## src/rtl/lsu_mem_initiator.sv

```systemverilog
`default_nettype none
// +----------------------------------------------------------------------------+
// | Module      : lsu_mem_initiator                                            |
// | Description : RV64 load/store initiator driving a doubleword data memory.  |
// |               Loads extract and extend a lane. Sub-doubleword stores use   |
// |               read-modify-write. Optional statistics counters are enabled  |
// |               by defining LSU_STATS_EN.                                    |
// | Revision    : 1.0  initial release                                         |
// +----------------------------------------------------------------------------+
module lsu_mem_initiator #(
   parameter int MEM_BYTES = 1024,
   parameter int ADDR_W    = 64
) (
   input  logic              clk,
   input  logic              reset,
   input  logic              req_valid,
   output logic              req_ready,
   input  logic              req_store,
   input  logic [2:0]        req_funct3,
   input  logic [ADDR_W-1:0] req_addr,
   input  logic [63:0]       req_wdata,
   output logic              resp_valid,
   input  logic              resp_ready,
   output logic [63:0]       resp_rdata,
   output logic              resp_err,
   output logic [ADDR_W-1:0] mem_address,
   output logic [63:0]       mem_write_data,
   output logic              mem_read,
   output logic              mem_write,
   input  logic [63:0]       mem_read_data,
   output logic [31:0]       stat_loads,
   output logic [31:0]       stat_stores,
   output logic [31:0]       stat_errs
);

   typedef enum logic [2:0] {
      IDLE   = 3'd0,
      LOAD   = 3'd1,
      RMW_RD = 3'd2,
      WRITE  = 3'd3,
      RESP   = 3'd4
   } state_t;

   localparam logic [ADDR_W-1:0] c_MEM_LIMIT = ADDR_W'(MEM_BYTES);

   state_t      r_state;
   state_t      w_next_state;
   logic        r_store;
   logic [2:0]  r_funct3;
   logic [2:0]  r_offset;
   logic [63:0] r_wdata;

   logic        w_misaligned;
   logic        w_err;
   logic [5:0]  w_shamt;
   logic [63:0] w_shifted;
   logic [63:0] w_load_data;
   logic [63:0] w_size_mask;
   logic [63:0] w_lane_mask;
   logic [63:0] w_merged;

   // Request checks evaluated combinationally while IDLE.
   always_comb begin
      w_misaligned = 1'b0;
      case (req_funct3[1:0])
         2'b01:   w_misaligned = req_addr[0];
         2'b10:   w_misaligned = |req_addr[1:0];
         2'b11:   w_misaligned = |req_addr[2:0];
         default: w_misaligned = 1'b0;
      endcase
      w_err = (req_addr >= c_MEM_LIMIT) | w_misaligned
            | (req_funct3 == 3'b111) | (req_store & req_funct3[2]);
   end

   // Lane extraction for loads and lane merge for read-modify-write stores.
   always_comb begin
      w_shamt     = {r_offset, 3'b000};
      w_shifted   = mem_read_data >> w_shamt;
      w_load_data = 64'd0;
      case (r_funct3)
         3'b000:  w_load_data = {{56{w_shifted[7]}},  w_shifted[7:0]};
         3'b001:  w_load_data = {{48{w_shifted[15]}}, w_shifted[15:0]};
         3'b010:  w_load_data = {{32{w_shifted[31]}}, w_shifted[31:0]};
         3'b011:  w_load_data = w_shifted;
         3'b100:  w_load_data = {56'd0, w_shifted[7:0]};
         3'b101:  w_load_data = {48'd0, w_shifted[15:0]};
         3'b110:  w_load_data = {32'd0, w_shifted[31:0]};
         default: w_load_data = 64'd0;
      endcase
      w_size_mask = 64'd0;
      case (r_funct3[1:0])
         2'b00:   w_size_mask = 64'h0000_0000_0000_00FF;
         2'b01:   w_size_mask = 64'h0000_0000_0000_FFFF;
         2'b10:   w_size_mask = 64'h0000_0000_FFFF_FFFF;
         default: w_size_mask = 64'hFFFF_FFFF_FFFF_FFFF;
      endcase
      w_lane_mask = w_size_mask << w_shamt;
      w_merged    = (mem_read_data & ~w_lane_mask) | ((r_wdata & w_size_mask) << w_shamt);
   end

   // State register; async reset drops the memory strobes immediately.
   always_ff @(posedge clk or posedge reset) begin
      if (reset) r_state <= IDLE;
      else       r_state <= w_next_state;
   end

   // Next-state and strobe decode, strobes come from the state register only.
   always_comb begin
      w_next_state = r_state;
      req_ready    = 1'b0;
      resp_valid   = 1'b0;
      mem_read     = 1'b0;
      mem_write    = 1'b0;
      case (r_state)
         IDLE: begin
            req_ready = 1'b1;
            if (req_valid) begin
               if (w_err)                      w_next_state = RESP;
               else if (!req_store)            w_next_state = LOAD;
               else if (req_funct3[1:0] == 2'b11) w_next_state = WRITE;
               else                            w_next_state = RMW_RD;
            end
         end
         LOAD: begin
            mem_read     = 1'b1;
            w_next_state = RESP;
         end
         RMW_RD: begin
            mem_read     = 1'b1;
            w_next_state = WRITE;
         end
         WRITE: begin
            mem_write    = 1'b1;
            w_next_state = RESP;
         end
         RESP: begin
            resp_valid = 1'b1;
            if (resp_ready) w_next_state = IDLE;
         end
         default: w_next_state = IDLE;
      endcase
   end

   // Request capture, load result capture and merged store data.
   always_ff @(posedge clk or posedge reset) begin
      if (reset) begin
         r_store        <= 1'b0;
         r_funct3       <= 3'd0;
         r_offset       <= 3'd0;
         r_wdata        <= 64'd0;
         mem_address    <= '0;
         mem_write_data <= 64'd0;
         resp_rdata     <= 64'd0;
         resp_err       <= 1'b0;
      end else begin
         case (r_state)
            IDLE: begin
               if (req_valid) begin
                  r_store     <= req_store;
                  r_funct3    <= req_funct3;
                  r_offset    <= req_addr[2:0];
                  r_wdata     <= req_wdata;
                  mem_address <= {req_addr[ADDR_W-1:3], 3'b000};
                  resp_rdata  <= 64'd0;
                  resp_err    <= w_err;
                  if (req_store && (req_funct3[1:0] == 2'b11))
                     mem_write_data <= req_wdata;
               end
            end
            LOAD:    resp_rdata     <= w_load_data;
            RMW_RD:  mem_write_data <= w_merged;
            default: ;
         endcase
      end
   end

`ifdef LSU_STATS_EN
   // Saturating counters bump when a response is consumed.
   always_ff @(posedge clk or posedge reset) begin
      if (reset) begin
         stat_loads  <= 32'd0;
         stat_stores <= 32'd0;
         stat_errs   <= 32'd0;
      end else if (resp_valid && resp_ready) begin
         if (resp_err) begin
            if (stat_errs != 32'hFFFF_FFFF) stat_errs <= stat_errs + 32'd1;
         end else if (r_store) begin
            if (stat_stores != 32'hFFFF_FFFF) stat_stores <= stat_stores + 32'd1;
         end else begin
            if (stat_loads != 32'hFFFF_FFFF) stat_loads <= stat_loads + 32'd1;
         end
      end
   end
`else
   assign stat_loads  = 32'd0;
   assign stat_stores = 32'd0;
   assign stat_errs   = 32'd0;
`endif

endmodule
`default_nettype wire

```

## config.mk

```make
export PLATFORM = sky130hd
export DESIGN_NAME = lsu_mem_initiator
export DESIGN_NICKNAME = d
export VERILOG_FILES = /design/src/rtl/lsu_mem_initiator.sv
export SDC_FILE = /design/constraint.sdc
export NUM_CORES = 1
export LEC_CHECK = 0
export ABC_AREA = 1
export CORE_ASPECT_RATIO = 2
export CORE_MARGIN = 5
export CORE_UTILIZATION = 35
export CTS_BUF_LIST = sky130_fd_sc_hd__clkbuf_4 sky130_fd_sc_hd__clkbuf_8
export CTS_CLUSTER_DIAMETER = 60
export DETAILED_ROUTE_END_ITERATION = 16
export PLACE_DENSITY = 0.65
export SYNTH_ARGS = -nofsm -noshare
export SYNTH_HDL_FRONTEND = slang
export SYNTH_SLANG_ARGS = --single-unit
```

## constraint.sdc

```tcl
create_clock -name clk -period 7.7 [get_ports clk]
set_input_delay 0.77 -clock clk [delete_from_list [all_inputs] [get_ports clk]]
set_output_delay 0.77 -clock clk [all_outputs]
set_load 0.005 [all_outputs]
```

==> flow_metrics.env <==
export IMPL_p_leak_nw=9.990
export IMPL_detail_route_antenna_nets=0
export IMPL_core_area_mm2=0.04514
export IMPL_reg2reg_depth=9
export IMPL_final_max_slew_viol_count=0
export IMPL_drcViolationCount=0
export IMPL_area_growth_pct=28.96
export IMPL_io_pins=493
export IMPL_fin_skew_ns=0.01184
export IMPL_cp_end_kind="output pin"
export IMPL_period_share_pct=49.48
export IMPL_cp_arrival_ns=3.04
export IMPL_die_h_um=312.3
export IMPL_worstHoldPathType="register to register"
export IMPL_ys_types=37
export IMPL_fin_crit_ns=3.810
export IMPL_path_class="register to output pin"
export IMPL_io_buffers=393
export IMPL_setup_ws_ns=3.890
export IMPL_first_pass_iters=6
export IMPL_nets=2850
export IMPL_insertion_delay_ns=0.57
export IMPL_max_freq_ghz=0.2624
export IMPL_drive_above_1_share_pct=5.007
export IMPL_cp_required_ns=6.93
export IMPL_rsz0062_at_grt="false"
export IMPL_grt_max_degree=152
export IMPL_synthCells=2339
export IMPL_seq_area_mm2=0.006584
export IMPL_timing_hold_ws_ns=0.4714
export IMPL_multi_input_area_mm2=0.007938
export IMPL_cp_max_fo=50
export IMPL_status="finished clean"
export IMPL_seq_area_frac_synth_pct=41.16
export IMPL_tns_ns=0
export IMPL_via_per_inst=5.258
export IMPL_start_util_pct=35.42
export IMPL_final_hold_viol_count=0
export IMPL_hold_path_depth=2
export IMPL_cts_max_level=2
export IMPL_slew_headroom_pct=18.76
export IMPL_placed_area_mm2=0.01976
export IMPL_die_area_mm2=0.05031
export IMPL_cts_sinks=263
export IMPL_totalWireLength_um=75260
export IMPL_dp_slack_ns=4.246
export IMPL_numCtsBuffers=40
export IMPL_antenna_found_initial=4
export IMPL_vdd_drop_max_uv=204.4
export IMPL_cts_resized=0
export IMPL_cts_tree="yes"
export IMPL_grt_use_total_pct=28.81
export IMPL_yosys_warnings=0
export IMPL_grt_overflow=0
export IMPL_worst_pin_slew_ns=1.206
export IMPL_fin_area_mm2=0.02062
export IMPL_die_w_um=161.1
export IMPL_cts_root_buffer="clkbuf_8"
export IMPL_n_fill_cell=4708
export IMPL_clk_pin_slew_ns=0.07
export IMPL_synth_avg_cell_area_um2=6.835
export IMPL_clk_path_buf_depth=3
export IMPL_hpwl_um=58510
export IMPL_final_cell_mix="nand2_1, clkdlybuf4s50_1, dfrtp_1, o21ai_0, nand3_1"
export IMPL_critPathLaunchType="register"
export IMPL_syn_cell_area_mm2=0.01599
export IMPL_vias=17040
export IMPL_setup_violations=0
export IMPL_ys_ff_latch=263
export IMPL_grt_pass1_wl_um=109700
export IMPL_final_common_cell="nand2_1"
export IMPL_power_density_mw_per_mm2=360.5
export IMPL_ctsHoldBuffers=0
export IMPL_first_global_vias=17410
export IMPL_maxCapViolCount=0
export IMPL_rows=110
export IMPL_post_cts_buffers=0
export IMPL_drt_iter0_drc=1289
export IMPL_wl_per_cell_um=23.23
export IMPL_place_congestion=1.000
## where the power goes
group          internal (mW)  switching (mW)
sequential              1.89           0.391
clock                  0.665           0.579
combinational           1.39            2.52
## cell families (layout without fill, tap and decap cells)
| group | count (synthesis) | count (layout) | share of synthesized area [%] |
|---|---|---|---|
| flip-flops | 263 | 263 | 41.16 |
| AND/OR/NAND/NOR | 1332 | 1332 | 33.68 |
| other | 1 | 103 | 0.02346 |
| AO/OA/AOI/OAI | 389 | 389 | 13.48 |
| buffers and inverters | 354 | 593 | 11.65 |
## critical path: stages, from the launching register on
cell and delay, ns:
dfrtp_1 0.51, inv_1 0.13, nor3_4 0.13, buf_4 0.48
inv_2 0.43, o21ai_0 0.24, clkdlybuf4s50_1 0.55
## per-layer routing
layer | share of wire, % | GRT usage, % | wire [um] | vias to the layer above
li1 | - | - | - | 7968
met1 | 33 | 28.88 | 24790 | 7908
met2 | 50 | 50.67 | 37420 | 926
met3 | 7.7 | 5.999 | 5800 | 233
met4 | 9.6 | 23.71 | 7254 | 0
met5 | 0 | 0 | 0 | -
## metrics by stage
step | std cells | power [mW] | util [%]
2_1_floorplan | 2437 | 4.335 | -
3_3_place_gp | 3168 | 6.106 | 43.78
3_5_place_dp | 3168 | 6.140 | 43.78
4_1_cts | 3236 | 7.429 | 45.65
5_1_grt | 3240 | 7.908 | 45.67
6_report | 3240 | 7.432 | 45.67
## Yosys cell counts, drive strengths merged
master / number / share of area (%)
o21ai: 209 / 6.5
nand2: 1007 / 24
o21bai: 1 / 0.047
nand3b: 1 / 0.047
dfrtp: 263 / 41
clkbuf: 57 / 1.3
nand3: 145 / 4.6
a31oi: 6 / 0.23
nor3: 7 / 0.32
conb: 1 / 0.023
and2: 1 / 0.039
a22o: 1 / 0.055
nand4: 40 / 1.6
a21boi: 1 / 0.047
o22ai: 7 / 0.27
a22oi: 1 / 0.078
buf: 190 / 7.8
o211ai: 43 / 2.0
inv: 104 / 2.4
or2: 19 / 0.74
o21a: 6 / 0.28
nor2: 112 / 2.7
clkinv: 3 / 0.070
a21oi: 100 / 3.1
o2111ai: 14 / 0.77
## sequential cells by signal, summed over array words and instances, names as in the netlist
| register | count |
|---|---|
| resp_rdata | 64 |
| mem_write_data | 64 |
| resp_err | 1 |
| r_state | 3 |
| r_funct3 | 3 |
| r_wdata | 64 |
| mem_address | 61 |
| r_offset | 3 |
## area by class of cell
type                    instances  area share [%]
multi-input cells            1820           38.50
flip-flops and latches        263           31.93
repair buffers                418           20.05
clock buffers                  62           3.896
well taps                     560           3.398
inverters                     107           1.978
clock inverters                 6          0.1942
diodes                          4         0.04855
## worst paths after layout
check                                                  from                             to  slack (ns)
worst max register to register      r_offset[0]$_DFFE_PP0P_  mem_write_data[0]$_DFFE_PP0P_        4.28
worst max-delay path                 r_state[1]$_DFFE_PP0P_                       mem_read        3.89
worst min-delay path            mem_address[59]$_DFFE_PP0P_    mem_address[59]$_DFFE_PP0P_        0.47
min in group asynchronous                             reset     resp_rdata[16]$_DFFE_PP0P_        0.82
worst min register to register  mem_address[59]$_DFFE_PP0P_    mem_address[59]$_DFFE_PP0P_        0.47
max in group asynchronous                             reset    mem_address[21]$_DFFE_PP0P_        5.53
(Power assumes the default switching activity.)
